===== config.mk =====
export PLATFORM = sky130hd
export DESIGN_NAME = seq_alu
export DESIGN_NICKNAME = d
export VERILOG_FILES = /design/src/rtl/alu_pkg.sv /design/src/rtl/seq_alu_shift_add_mul.sv /design/src/rtl/seq_alu.sv
export SDC_FILE = /design/constraint.sdc
export NUM_CORES = 1
export LEC_CHECK = 0
export BUFFER_PORTS_ARGS = -buffer_cell sky130_fd_sc_hd__buf_4
export CELL_PAD_IN_SITES_DETAIL_PLACEMENT = 1
export CELL_PAD_IN_SITES_GLOBAL_PLACEMENT = 1
export CORE_MARGIN = 3
export CORE_UTILIZATION = 35
export DETAILED_ROUTE_END_ITERATION = 8
export GPL_TIMING_DRIVEN = 1
export HOLD_SLACK_MARGIN = 0.02
export PLACE_DENSITY_LB_ADDON = 0.15
export SYNTH_ARGS = -nofsm -noshare
export SYNTH_HDL_FRONTEND = slang
export SYNTH_SLANG_ARGS = --single-unit

===== constraint.sdc =====
create_clock -name CLK -period 4.74 [get_ports CLK]
set_input_delay 0.474 -clock CLK [delete_from_list [all_inputs] [get_ports CLK]]
set_output_delay 0.474 -clock CLK [all_outputs]
set_load 0.03 [all_outputs]

===== src/rtl/alu_pkg.sv =====
// Shared encodings for the sequential ALU: opcodes, FSM states and flag bit positions.
package alu_pkg;

  localparam logic [2:0] OP_ADD = 3'b000;
  localparam logic [2:0] OP_SUB = 3'b001;
  localparam logic [2:0] OP_AND = 3'b010;
  localparam logic [2:0] OP_OR  = 3'b011;
  localparam logic [2:0] OP_XOR = 3'b100;
  localparam logic [2:0] OP_SHL = 3'b101;
  localparam logic [2:0] OP_SHR = 3'b110;
  localparam logic [2:0] OP_MUL = 3'b111;

  typedef enum logic [1:0] {
    ST_IDLE  = 2'd0,
    ST_SHIFT = 2'd1,
    ST_MUL   = 2'd2
  } state_e;

  localparam int FLG_Z = 3;
  localparam int FLG_N = 2;
  localparam int FLG_C = 1;
  localparam int FLG_V = 0;

endpackage


===== src/rtl/seq_alu_shift_add_mul.sv =====
// Iterative shift-add multiplier: load latches operands, each step consumes one multiplier bit.
// prod_o shows the accumulator value after the current step so the caller can capture the
// final product on the same edge that performs the last step.
module shift_add_mul #(
  parameter int WIDTH     = 16,
  parameter int MUL_STEPS = 16
) (
  input  logic                 clk_i,
  input  logic                 load_i,
  input  logic                 step_i,
  input  logic [WIDTH-1:0]     a_i,
  input  logic [WIDTH-1:0]     b_i,
  output logic [2*WIDTH-1:0]   prod_o,
  output logic                 done_o
);

  localparam int CW = $clog2(MUL_STEPS + 1);

  logic [2*WIDTH-1:0] mcand_q;
  logic [2*WIDTH-1:0] acc_q;
  logic [2*WIDTH-1:0] acc_d;
  logic [WIDTH-1:0]   mplier_q;
  logic [CW-1:0]      cnt_q;

  // Conditional add of the shifted multiplicand for the current multiplier bit.
  always_comb begin
    acc_d = mplier_q[0] ? (acc_q + mcand_q) : acc_q;
  end

  assign prod_o = acc_d;
  assign done_o = step_i && (cnt_q == CW'(MUL_STEPS - 1));

  // Operand load or one shift-add iteration.
  always_ff @(posedge clk_i) begin
    if (load_i) begin
      mcand_q  <= {{WIDTH{1'b0}}, a_i};
      mplier_q <= b_i;
      acc_q    <= '0;
      cnt_q    <= '0;
    end else if (step_i) begin
      acc_q    <= acc_d;
      mcand_q  <= mcand_q << 1;
      mplier_q <= mplier_q >> 1;
      cnt_q    <= cnt_q + 1'b1;
    end
  end

endmodule


===== src/rtl/seq_alu.sv =====
// Multi-cycle execution unit: single-cycle logic/arithmetic, bit-serial shifts and an
// iterative MUL. Produces the writeback value, destination tag pulse and status flags.
module seq_alu
  import alu_pkg::*;
#(
  parameter int WIDTH     = 16,
  parameter int MUL_STEPS = 16
) (
  input  logic             CLK,
  input  logic             RST,
  input  logic [WIDTH-1:0] ABUS,
  input  logic [WIDTH-1:0] BBUS,
  input  logic [2:0]       OP,
  input  logic             START,
  input  logic [2:0]       DSEL_IN,
  output logic [WIDTH-1:0] RIN,
  output logic [2:0]       DSEL_OUT,
  output logic             BUSY,
  output logic             DONE,
  output logic [3:0]       FLAGS
);

  state_e             state_q;
  logic [2:0]         op_q;
  logic [2:0]         dsel_q;
  logic [WIDTH-1:0]   sh_q;
  logic [3:0]         cnt_q;
  logic [WIDTH-1:0]   rin_q;
  logic [2:0]         dsel_out_q;
  logic               done_q;
  logic [3:0]         flags_q;

  logic [WIDTH:0]     sc_ext;
  logic [WIDTH-1:0]   sc_res;
  logic               sc_c;
  logic               sc_v;
  logic [WIDTH-1:0]   sh_nxt;
  logic               sh_out;
  logic               accept;
  logic               is_shift;
  logic [2*WIDTH-1:0] prod;
  logic               mul_last;

  function automatic logic [3:0] mk_flags(input logic [WIDTH-1:0] r, input logic c,
                                          input logic v);
    logic [3:0] f;
    f        = '0;
    f[FLG_Z] = (r == '0);
    f[FLG_N] = r[WIDTH-1];
    f[FLG_C] = c;
    f[FLG_V] = v;
    return f;
  endfunction

  assign accept   = START && (state_q == ST_IDLE);
  assign is_shift = (OP == OP_SHL) || (OP == OP_SHR);

  // Single-cycle result and carry/overflow; zero-amount shifts pass A through.
  always_comb begin
    sc_ext = '0;
    sc_res = ABUS;
    sc_c   = 1'b0;
    sc_v   = 1'b0;
    case (OP)
      OP_ADD: begin
        sc_ext = {1'b0, ABUS} + {1'b0, BBUS};
        sc_res = sc_ext[WIDTH-1:0];
        sc_c   = sc_ext[WIDTH];
        sc_v   = (ABUS[WIDTH-1] == BBUS[WIDTH-1]) && (sc_res[WIDTH-1] != ABUS[WIDTH-1]);
      end
      OP_SUB: begin
        sc_ext = {1'b0, ABUS} - {1'b0, BBUS};
        sc_res = sc_ext[WIDTH-1:0];
        sc_c   = sc_ext[WIDTH];
        sc_v   = (ABUS[WIDTH-1] != BBUS[WIDTH-1]) && (sc_res[WIDTH-1] != ABUS[WIDTH-1]);
      end
      OP_AND:  sc_res = ABUS & BBUS;
      OP_OR:   sc_res = ABUS | BBUS;
      OP_XOR:  sc_res = ABUS ^ BBUS;
      default: sc_res = ABUS;
    endcase
  end

  // One-bit shift step; sh_out is the bit leaving the register on this step.
  always_comb begin
    if (op_q == OP_SHL) begin
      sh_nxt = sh_q << 1;
      sh_out = sh_q[WIDTH-1];
    end else begin
      sh_nxt = sh_q >> 1;
      sh_out = sh_q[0];
    end
  end

  shift_add_mul #(
    .WIDTH    (WIDTH),
    .MUL_STEPS(MUL_STEPS)
  ) u_mul (
    .clk_i (CLK),
    .load_i(accept && (OP == OP_MUL)),
    .step_i(state_q == ST_MUL),
    .a_i   (ABUS),
    .b_i   (BBUS),
    .prod_o(prod),
    .done_o(mul_last)
  );

  // Control FSM with registered writeback, tag pulse and flags.
  always_ff @(posedge CLK) begin
    if (RST) begin
      state_q    <= ST_IDLE;
      rin_q      <= '0;
      dsel_out_q <= '0;
      done_q     <= 1'b0;
      flags_q    <= '0;
    end else begin
      done_q     <= 1'b0;
      dsel_out_q <= '0;
      case (state_q)
        ST_IDLE: begin
          if (START) begin
            op_q   <= OP;
            dsel_q <= DSEL_IN;
            if (OP == OP_MUL) begin
              state_q <= ST_MUL;
            end else if (is_shift && (BBUS[3:0] != 4'd0)) begin
              state_q <= ST_SHIFT;
              sh_q    <= ABUS;
              cnt_q   <= BBUS[3:0];
            end else begin
              rin_q      <= sc_res;
              flags_q    <= mk_flags(sc_res, sc_c, sc_v);
              done_q     <= 1'b1;
              dsel_out_q <= DSEL_IN;
            end
          end
        end
        ST_SHIFT: begin
          sh_q  <= sh_nxt;
          cnt_q <= cnt_q - 4'd1;
          if (cnt_q == 4'd1) begin
            state_q    <= ST_IDLE;
            rin_q      <= sh_nxt;
            flags_q    <= mk_flags(sh_nxt, sh_out, 1'b0);
            done_q     <= 1'b1;
            dsel_out_q <= dsel_q;
          end
        end
        ST_MUL: begin
          if (mul_last) begin
            state_q    <= ST_IDLE;
            rin_q      <= prod[WIDTH-1:0];
            flags_q    <= mk_flags(prod[WIDTH-1:0], |prod[2*WIDTH-1:WIDTH], 1'b0);
            done_q     <= 1'b1;
            dsel_out_q <= dsel_q;
          end
        end
        default: state_q <= ST_IDLE;
      endcase
    end
  end

  assign BUSY     = (state_q != ST_IDLE);
  assign RIN      = rin_q;
  assign DSEL_OUT = dsel_out_q;
  assign DONE     = done_q;
  assign FLAGS    = flags_q;

endmodule


======== Yosys cells after proc, flatten, opt, wreduce, memory -nomap -nowiden ========
Index checks and enable logic that the tools add are counted.
word-level totals
  register bits after elaboration ......... 137
  word-level logic and storage cells ...... 116
  output and inout port bits .............. 25
  input bits .............................. 41
operators by class
  add/subtract/negate cells ............... 5
  multiplexer cells ....................... 48
  bitwise operators ....................... 4
  reduce and logical (&&, ||, !) cells .... 22
  equality and inequality tests ........... 23
operators by type and width
  operator            number
  $mux 16             13
  $pmux 16 s5         1
  $logic_not 16->1    3
  $pmux 16 s3         1
  $add 32x32->32      1
  $mux 32             1
  $mux 4              8
  $pmux 16 s2         1
  $add 16x16->17      1
  $sub 16x16->17      1
  $and 16x16->16      1
  $or 16x16->16       1
  $reduce_or 16->1    1
  $xor 16x16->16      1
  $eq 3x3->1 const B  5
  $mux 3              5
  $pmux 4 s3          1
  $mux 2              5
  $ne 2x2->1 const B  5
  $pmux 3 s3          1
  $pmux 4 s2          1
  $eq 3x2->1 const B  2
  $logic_and 1x1->1   6
  $mux 1              6
  other kinds (25)    30

======== Logic depth before layout (Yosys ltp) ========
Gate-level depths: netlist of the first run.
  depth after elaboration ................. 8
  gate-level depth with buffers ........... 14
  depth with buffers taken out ............ 14

======== Hierarchy ========
A second synthesis of the first run with hierarchy kept.
second synthesis, totals
  cell total of the unflattened synthesis .. 1302
  area, all modules ....................... 11028.1 um2
by module, submodules not included
  module         times used  area each (um2)  cells each  sequential area each (um2)
  seq_alu        1           5649.2           748         1281.2
  shift_add_mul  1           5378.9           554         2021.9

======== Least setup slack after synthesis of the first run ========
No wires, ideal clock.
  path kind ............................... input-to-reg
  from .................................... input OP[2]
  to ...................................... register cnt_q[0] (enable)
  slack ................................... 1321 ps
  buffers on the path ..................... 4
  cell stages on the path ................. 7
  arrival time ............................ 3015 ps
  library setup time ...................... 404 ps
  cells stage by stage .................... clkbuf_1 buf_1 clkbuf_1 clkbuf_1 and3_1 nand4_1 a21oi_1
on the way
  longest elaborated chain between the ends .. 5
  elaborated cells between the ends (all ways) .. 8
RTL lines
  element                       RTL line        text
  from (decl)                   seq_alu.sv:13   input logic [2:0] OP,
  $eq 3x3->1                    seq_alu.sv:56   assign is_shift = (OP == OP_SHL) || (OP == OP_SHR);
  $logic_or 1x1->1              seq_alu.sv:56
  $logic_and 1x1->1             seq_alu.sv:126  end else if (is_shift && (BBUS[3:0] != 4'd0)) begin
  $ne 2x1->1 (no line)          -
  $reduce_and 5->1 (no line) *  -
  to (signal assigned)          seq_alu.sv:129  cnt_q <= BBUS[3:0];
  to (signal assigned)          seq_alu.sv:140  cnt_q <= cnt_q - 4'd1;
  to (decl)                     seq_alu.sv:27   logic [3:0] cnt_q;
Mark *: on every way between the ends. The rest lies on a longest branch, timed or not.
A chain may end at the register's enable or synchronous reset.

======== Final worst setup path of the first run ========
  from .................................... register u_mul.mcand_q[0]
  to ...................................... register flags_q[1], in the netlist FLAGS[1]
on the way
  longest elaborated chain between the ends .. 5
RTL lines
  element                 RTL line                     text
  from (decl)             seq_alu_shift_add_mul.sv:19  logic [2*WIDTH-1:0] mcand_q;
  from (signal assigned)  seq_alu_shift_add_mul.sv:36  mcand_q <= {{WIDTH{1'b0}}, a_i};
  from (signal assigned)  seq_alu_shift_add_mul.sv:42  mcand_q <= mcand_q << 1;
  $add 32x32->32          seq_alu_shift_add_mul.sv:27  acc_d = mplier_q[0] ? (acc_q + mcand_q) : acc_q;
  $mux 32                 seq_alu_shift_add_mul.sv:27
  $reduce_or 16->1        seq_alu.sv:153               flags_q <= mk_flags(prod[WIDTH-1:0], |prod[2*WIDTH-1:WIDTH], 1'b0);
  $mux 4                  seq_alu.sv:150               if (mul_last) begin
  $pmux 4 s3              seq_alu.sv:119               case (state_q)
  to (signal assigned)    seq_alu.sv:132               flags_q <= mk_flags(sc_res, sc_c, sc_v);
  to (signal assigned)    seq_alu.sv:144               flags_q <= mk_flags(sh_nxt, sh_out, 1'b0);
  to (signal assigned)    seq_alu.sv:153
  to (decl)               seq_alu.sv:31                logic [3:0] flags_q;
Every way passes these cells. The select of a mux whose other input is x is not followed.

==> reports/metrics.yaml, run 1 <==
final_nets: 1478
synth_edf_count: 58
vias_per_cell: 5.841
path_class: "register to register"
grt_pass1_wl_um: 59400
ir_drop_mv: 0.2798
h-tree-depth: 4
grt_max_degree: 74
cts_setup_buffers: 0
syn-num-nets: 1460
max_freq_mhz: 264.2
synth_warnings: 0
rsz0062_at_grt: "no"
route.vias.total: 10190
drt_pass1_iterations: 5
core_area_sq_um: 29870
synth_flop_cell: "dfxtp_1"
async_flop_share_pct: 0
crit_chain: "ha_1 -> fa_1 -> a211oi_1 -> o211a_1 -> or4_1 -> a211oi_2 -> a21oi_1 -> nor4_1 -> nor3_1 -> nand4_1 -> nor4_1 -> a41oi_1"
synth_top_area_share_pct: 16.27
hold_viol_final: 0
holdBufCountCts: 0
pre_cts_ws_ns: 0.9390
relSlewSlack_pct: 17.44
max_stage_delay_ns: 0.51
worst_slew_pin_slew_ns: 1.238
clk_latency_ns: 0.43
cellPowerDensity_nw_per_um2: 441.4
yosysTopAreaCell: "edfxtp_1"
worstPathBufferInverterCount: 0
pin_count: 66
crit_path_max_fanout: 5
ys_seq_area_share_pct: 30.85
period_share_pct: 79.86
detail-route-antenna-nets: 0
ys_seq_elements: 136
setup_violations: 0
critical-path-top-delay-family: "compound AO/OA/AOI/OAI gates"
cts_sinks: 136
tns_ns: 0
antenna_cells: 0
min_path_cells: 1
synthTopCellsByArea: "edfxtp_1 (16%), dfxtp_1 (15%), ha_1 (11%)"
fin_crit_ns: 3.785
gr-total-overflow: 0
cp_common_cell: "nor4_1"
required_ns: 5.04
clk_pin_slew_ns: 0.07
final_common_cell: "nand2_1"
p_leak_nw: 4.885
end_kind: "register"
first_iter_violations: 529
cts_buffers: 17
synth.distinct_cells: 83
grt_pass1_vias: 10240
cts_resized: 0
tritoncts: "done"
hpwl_um: 28850
cp_data_arrival_time_ns: 4.08
rr_worst_depth: 12
die-width_um: 180.9
cap_violations: 0
wl_per_cell_um: 21.79
antenna_found_initial: 0
layout-drive-gt1-share_pct: 10.70
fin_ws_ns: 0.9548
die-area_sq_um: 32720
skew_ns: 0.01026
clock-root-buffer: "clkbuf_16"
area_growth_pct: 12.53
holdCritPathClass: "input port to register"
drv_slew: 0
fp.dieH_um: 180.9
slowest_stage: "fa_1"
syn_inst: 1324
path_depth: 12
drc: 0
track_usage_pct: 22.87
gp_congestion: 0.9042
status: "finished, final reports clean"
startpoint_type: "register"
post_synth.cell_area_avg_sq_um: 8.086
io_buffers: 65
rows: 63
most-common-layout-cells: "nand2_1 (145), nor2_1 (133), a21oi_1 (124)"
start_util_pct: 35.84
netlist_area_sq_um: 10710
clockBufferDepth: 2
drt-total-wl_um: 38030
[layer usage]
metal  vias to the layer above  part of all wire, %  track usage (%)  wire [um]
li1                       4875                    -                -          -
met4                         0                  1.9            5.956        716
met1                      5053                   47            31.60      17970
met2                       225                   47            37.80      17890
met3                        40                  3.8            3.000       1456
met5                         -                    0                0          0
[sequential cells by signal, indices dropped and copies added (netlist names)]
signal / cells
DSEL_OUT: 3
u_mul.cnt_q: 5
sh_q: 16
FLAGS: 4
dsel_q: 3
op_q: 3
u_mul.acc_q: 32
RIN: 15
u_mul.mcand_q: 32
cnt_q: 4
DONE: 1
state_q: 2
u_mul.mplier_q: 16
[cell type report]
| type | count | area [sq um] |
|---|---|---|
| Inverter | 66 | 247.7 |
| Sequential cell | 136 | 3303 |
| Tap cell | 390 | 488.0 |
| Fill cell | 3579 | 17830 |
| Timing Repair Buffer | 79 | 593.1 |
| Multi-Input combinational cell | 1042 | 6879 |
| Clock buffer | 18 | 439.2 |
| Clock inverter | 14 | 97.59 |
[cells in the mapped netlist, drive strengths merged, types with 12 or more instances]
master	n
dfxtp	78
edfxtp	58
a31oi	18
nor3	29
nor4	14
nand2	145
clkbuf	70
o21ai	83
xnor2	24
mux2i	49
or3	12
nand4	13
a211oi	29
nor2b	12
nand3	32
inv	65
o21a	14
a21o	18
a21oi	125
ha	92
nor2	134
[power by group]
part           leakage [nW]  internal (mW)  switching (mW)  total, mW
Combinational          3.44          0.916            1.46       2.38
Sequential             1.18           1.46           0.207       1.67
Clock                 0.269          0.685           0.581       1.27
Total                  4.88           3.07            2.25       5.32
[through the flow]
| stage | cells | utilization [%] | power (mW) | area (sq um) | hold WS [ns] |
|---|---|---|---|---|---|
| 2_1_floorplan | 1324 | - | 3.349 | 10710 | 0.4538 |
| 6_report | 1745 | 40.33 | 5.318 | 12050 | 0.2271 |
| 5_1_grt | 1745 | 40.33 | 5.692 | 12050 | 0.2085 |
| 3_3_place_gp | 1713 | 38.53 | 4.002 | 11510 | 0.4484 |
| 4_1_cts | 1745 | 40.33 | 5.334 | 12050 | 0.2095 |
| 3_5_place_dp | 1713 | 38.53 | 4.050 | 11510 | 0.4532 |
[cells by family (layout without fill, tap and decap cells)]
family / after synthesis / in the layout / synth area share, %
simple gates: 442 / 442 / 19.17
xor+xnor: 35 / 35 / 2.863
mux: 57 / 57 / 5.528
flops: 136 / 136 / 30.85
buf+inv: 146 / 177 / 5.224
compound gates: 412 / 412 / 24.95
fa+ha+maj: 96 / 96 / 11.42
[final timing paths]
check                   startpoint        end  slack (ns)
setup / recovery  u_mul.mcand_q[0]   FLAGS[1]        0.95
hold / removal          DSEL_IN[2]  dsel_q[2]        0.23
setup reg to reg  u_mul.mcand_q[0]   FLAGS[1]        0.95
hold reg to reg             RIN[2]     RIN[2]        0.46
[worst register-to-register path: stages (launching register included)]
cell	delay (ns)
edfxtp_1	0.42
ha_1	0.26
fa_1	0.51
a211oi_1	0.40
o211a_1	0.31
or4_1	0.22
a211oi_2	0.12
a21oi_1	0.40
nor4_1	0.09
nor3_1	0.31
nand4_1	0.16
nor4_1	0.30
a41oi_1	0.15
No activity file was read; power rests on OpenSTA's default activity.
==> inputs of run 2 (changes only) <==
- clock period: 4.74 -> 3.9 ns (I/O delays scaled with it)
==> run 2 against run 1 <==
  * Via count is essentially flat
  * Non-clock buffer count increased by 19
  * First-iteration DRC count rose by 22%
  * Critical endpoint unchanged
  * Cell count is 1.1% higher
  * Largest cell class unchanged
  * Largest power group unchanged
==> reports/metrics.yaml, run 2 (same netlist as run 1, synthesis figures left out) <==
die-width_um: 180.9  # unchanged
hpwl_um: 28880  # +0.11%
drt-total-wl_um: 38200  # +0.44%
startpoint_type: "register"
antenna_cells: 0  # unchanged
tns_ns: 0  # unchanged
r2r_setup_slack_ns: 0.32  # -0.63 ns
gr-total-overflow: 0  # unchanged
start_util_pct: 35.84  # unchanged
holdCritPathClass: "input port to register"
wl_per_cell_um: 21.65  # -0.65%
first_iter_violations: 646  # +22%
cts_sinks: 136  # unchanged
status: "finished, final reports clean"
skew_ns: 0.01620  # +0.005934 ns
place_inst: 1732  # +1.1%
die-area_sq_um: 32720  # unchanged
layout-drive-gt1-share_pct: 11.94  # +1.2 points
most-common-layout-cells: "nand2_1 (145), nor2_1 (133), a21oi_1 (123)"
final_common_cell: "nand2_1"
rsz0062_at_grt: "no"
crit_path_max_fanout: 4  # -1
area_growth_pct: 14.21
grt_pass1_wl_um: 59640  # +0.41%
n_fill_cell: 3552  # -0.75%
drt_pass1_iterations: 5  # unchanged
drc: 0  # unchanged
h-tree-depth: 4  # unchanged
fin_crit_ns: 3.577  # -0.2082 ns
grt_max_degree: 69  # -6.8%
pin_count: 66  # unchanged
setup_violations: 0  # unchanged
end_kind: "register"
max_freq_mhz: 279.6  # +5.8%
finalNonFillerCells: 1764  # +1.1%
fp.dieH_um: 180.9  # unchanged
clock-root-buffer: "clkbuf_16"
drv_slew: 0  # unchanged
clockBufferDepth: 2  # unchanged
track_usage_pct: 23.09  # +0.23 points
reg.largest.list: "u_mul.acc_q: 32 flops, u_mul.mcand_q: 32 flops"
grt_pass1_vias: 10320  # +0.85%
gp_congestion: 0.8590  # -5.0%
io_buffers: 65  # unchanged
required_ns: 4.21  # -0.83 ns
relSlewSlack_pct: 42.81  # +25 points
cellPowerDensity_nw_per_um2: 537.7  # +22%
final_nets: 1497  # +1.3%
cp_data_arrival_time_ns: 3.89  # -0.19 ns
vias_per_cell: 5.781  # -1.0%
ir_drop_mv: 0.3262  # +17%
clk_pin_slew_ns: 0.08  # about the same
cts_buffers: 17  # unchanged
tritoncts: "done"
path_class: "register to register"
hold_viol_final: 0  # unchanged
cts_setup_buffers: 0  # unchanged
period_share_pct: 91.72  # +12 points
rows: 63  # unchanged
clk_latency_ns: 0.45  # +0.02 ns
p_leak_nw: 4.979  # +1.9%
route.vias.total: 10200  # +0.049%
antenna_found_initial: 0  # unchanged
cap_violations: 0  # unchanged
core_area_sq_um: 29870  # unchanged
worst_slew_pin_slew_ns: 0.8362  # -0.4022 ns
detail-route-antenna-nets: 0  # unchanged
[run 2: metal layers]
| layer | up-vias | global-route usage (%) | wire length, um |
|---|---|---|---|
| met1 | 5019 | 31.06 | 17730 |
| met4 | 0 | 7.829 | 1068 |
| met3 | 49 | 4.006 | 1771 |
| li1 | 4923 | - | - |
| met2 | 207 | 37.55 | 17630 |
| met5 | - | 0 | 0 |
[run 2: repair_timing]
item                       in CTS  in global routing
resized for setup               0                  1
setup endpoints to repair       0                  1
hold buffers                    0                  0
[run 2: metrics by stage]
stage | setup WS (ns) | area (sq um) | total power, mW | utilization, % | hold WS [ns]
after floorplan | 0.5652 | 10710 | 4.070 | - | 0.4538
after global placement | 0.3824 | 11650 | 4.927 | 39.01 | 0.4467
after detailed placement | 0.2567 | 11650 | 4.973 | 39.01 | 0.4508
after CTS | 0.2236 | 12220 | 6.620 | 40.92 | 0.1173
after global routing | 0.04725 | 12230 | 7.057 | 40.93 | 0.1240
final | 0.3230 | 12230 | 6.575 | 40.93 | 0.1410
[run 2: worst paths after layout]
path	to	cells after the start	startpoint
setup / recovery	FLAGS[1]	12	u_mul.mcand_q[0]
hold / removal	dsel_q[2]	1	DSEL_IN[2]
setup reg to reg	FLAGS[1]	12	u_mul.mcand_q[0]
hold reg to reg	RIN[7]	2	RIN[7]
[run 2: final cells by class]
| type | instances | area [sq um] | share of cell area, % |
|---|---|---|---|
| clock buffer | 21 | 483.0 | 3.950 |
| clock inverter | 11 | 87.58 | 0.7163 |
| inverter | 66 | 247.7 | 2.026 |
| multi-input combinational | 1042 | 6883 | 56.29 |
| sequential | 136 | 3303 | 27.01 |
| tap | 390 | 488.0 | 3.991 |
| timing repair buffer | 98 | 735.7 | 6.017 |
[run 2: worst max-delay path, stage by stage, from the launching register on]
cell,delay [ns]
edfxtp_1,0.43
ha_1,0.25
fa_1,0.50
a211oi_1,0.43
o211a_1,0.29
or4_1,0.19
a211oi_2,0.11
o21bai_1,0.30
a21oi_1,0.15
nor3_1,0.21
o31ai_1,0.13
nor4_1,0.30
a41oi_1,0.14
[run 2: report_power, final]
| part | switching [mW] | internal, mW | total (mW) |
|---|---|---|---|
| clock network | 0.710 | 0.898 | 1.61 |
| registers | 0.247 | 1.78 | 2.03 |
| logic | 1.78 | 1.17 | 2.94 |
==> inputs of run 3 (changes only) <==
==> constraint.sdc (replaced) <==
create_clock -name CLK -period 3.9 [get_ports CLK]
set_input_delay 0.195 -clock CLK [delete_from_list [all_inputs] [get_ports CLK]]
set_output_delay 0.195 -clock CLK [all_outputs]
set_load 0.03 [all_outputs]
==> run 3 against run 2 <==
  * Die area did not move
  * First-iteration DRC count fell by 1.9%
  * Power rose by 0.61%
  * Wire length fell by 2.1%
  * Sequential power barely moved
  * Non-clock buffer count fell by 7
  * Worst setup slack improved by 0.018 ns
  * Sequential share of layout area barely moved
==> reports/metrics.yaml, run 3 (same netlist as run 1, synthesis figures left out) <==
rr_worst_depth: 12  # unchanged
worst_r2r_endpoint: "FLAGS[1]"
hp-start: "OP[1]"
path_class: "register to register"
topRoutingLayerUsed: "met4"
fin_ws_ns: 0.3411  # +0.01813 ns
rsz0062_at_grt: "no"
antenna_found_initial: 0  # unchanged
wl_per_cell_um: 21.28  # -1.7%
cp_common_cell: "nor4_1"
die-area_sq_um: 32720  # unchanged
pin_count: 66  # unchanged
hpwl_um: 27990  # -3.1%
rows: 63  # unchanged
n_fill_cell: 3532  # -0.56%
met2_length_um: 17770  # +0.80%
place_inst: 1721  # -0.64%
reg.largest.list: "u_mul.acc_q: 32 flops, u_mul.mcand_q: 32 flops"
crit_path_max_fanout: 5  # +1
route.vias.total: 10120  # -0.77%
holdCritPathClass: "input port to register"
grt_pass1_vias: 10380  # +0.51%
track_usage_pct: 22.70  # -0.39 points
clock-root-buffer: "clkbuf_16"
ir_drop_mv: 0.3803  # +17%
end_kind: "register"
cts_sinks: 136  # unchanged
detail-route-antenna-nets: 0  # unchanged
fin_crit_ns: 3.559  # -0.01813 ns
antenna_cells: 0  # unchanged
drt_pass1_iterations: 5  # unchanged
min_path_cells: 1  # unchanged
h-tree-depth: 4  # unchanged
status: "finished, final reports clean"
core_area_sq_um: 29870  # unchanged
cap_violations: 0  # unchanged
pre_cts_ws_ns: 0.2372  # -0.01947 ns
clockBufferDepth: 2  # unchanged
p_leak_nw: 4.960  # -0.38%
vias_per_cell: 5.759  # -0.38%
gr-total-overflow: 0  # unchanged
period_share_pct: 91.25  # -0.46 points
r2r_setup_slack_ns: 0.34  # +0.02 ns
cellPowerDensity_nw_per_um2: 541.9  # +0.79%
relSlewSlack_pct: 36.44  # -6.4 points
finalNonFillerCells: 1757  # -0.40%
reg2reg_from: "u_mul.mcand_q[0]"
final_common_cell: "nand2_1"
layout-drive-gt1-share_pct: 11.27  # -0.67 points
setup_violations: 0  # unchanged
startpoint_type: "register"
met3_length_um: 1705  # -3.7%
tns_ns: 0  # unchanged
final_nets: 1490  # -0.47%
gp_congestion: 0.8753  # +1.9%
met1Wirelength_um: 17250  # -2.7%
cp_data_arrival_time_ns: 3.85  # -0.04 ns
multi_input_area_sq_um: 6883  # unchanged
first_iter_violations: 634  # -1.9%
area_growth_pct: 14.00
seq_area_sq_um: 3303  # unchanged
holdPathEnd: "op_q[1]"
max_freq_mhz: 281.0  # +0.51%
drc: 0  # unchanged
most-common-layout-cells: "nand2_1 (145), nor2_1 (133), a21oi_1 (123)"
tritoncts: "done"
drt-total-wl_um: 37380  # -2.1%
clk_latency_ns: 0.44  # about the same
io_buffers: 65  # unchanged
drv_slew: 0  # unchanged
crit_chain: "ha_1 -> fa_1 -> a211oi_1 -> o211a_1 -> or4_1 -> a211oi_2 -> a21oi_2 -> nor4_1 -> nor3_1 -> nand4_1 -> nor4_1 -> a41oi_1"
required_ns: 4.20  # about the same
die-width_um: 180.9  # unchanged
cts_buffers: 17  # unchanged
grt_max_degree: 76  # +10%
slowest_stage: "fa_1"
max_stage_delay_ns: 0.51  # about the same
worst_slew_pin_slew_ns: 0.9533  # +0.1172 ns
p_total_mw: 6.615  # +0.61%
skew_ns: 0.01609  # -0.0001118 ns
final_util_pct: 40.86  # -0.075 points
fp.dieH_um: 180.9  # unchanged
start_util_pct: 35.84  # unchanged
clk_pin_slew_ns: 0.06  # -0.02 ns
hold_viol_final: 0  # unchanged
grt_pass1_wl_um: 59380  # -0.44%
-- run 3: metrics by stage --
stage,hold WS [ns],cell area [sq um]
6_report,0.09792,12210
5_1_grt,0.09852,12210
4_1_cts,0.08113,12200
3_5_place_dp,0.3919,11570
3_3_place_gp,0.3936,11570
2_1_floorplan,0.2939,10710
-- run 3: layer usage --
metal  up-vias  GRT usage [%]
met5         -              0
met4         0          5.741
met3        31          3.906
met2       219          38.16
met1      4959          30.33
li1       4910              -
-- run 3: power by group --
| part | leakage (nW) | internal (mW) | total (mW) | switching (mW) |
|---|---|---|---|---|
| Combinational | 3.49 | 1.14 | 2.94 | 1.80 |
| Sequential | 1.18 | 1.78 | 2.03 | 0.248 |
| Clock | 0.292 | 0.959 | 1.65 | 0.686 |
| Total | 4.96 | 3.88 | 6.61 | 2.74 |
-- run 3: what timing repair did --
action / 4_1_cts / 5_1_grt
hold endpoints to repair: 4 / 0
buffers inserted: 0 / 0
setup endpoints to repair: 0 / 1
hold buffers: 4 / 0
gates resized for setup: 0 / 1
-- run 3: area by class of cell --
| type | count | area share [%] |
|---|---|---|
| Inverter | 66 | 2.030 |
| Clock inverter | 12 | 0.9124 |
| Tap cell | 390 | 3.998 |
| Sequential cell | 136 | 27.06 |
| Clock buffer | 20 | 3.926 |
| Timing Repair Buffer | 91 | 5.679 |
| Multi-Input combinational cell | 1042 | 56.39 |
-- run 3: worst max-delay path, delay by kind of cell (launching register included) --
family | cells | cell delay (ns)
and+or+nand+nor | 5 | 1.01
DFF | 1 | 0.41
adders and majority gates | 2 | 0.77
AOI/OAI and AO/OA | 5 | 1.23
-- run 3: worst max path at each step --
stage,startpoint,end
CTS,u_mul.mcand_q[0],FLAGS[1]
global placement,ABUS[0],FLAGS[3]
floorplan,OP[2],cnt_q[0]
detailed placement,u_mul.mcand_q[0],FLAGS[1]
finish,u_mul.mcand_q[0],FLAGS[1]
global route,u_mul.mcand_q[0],FLAGS[1]
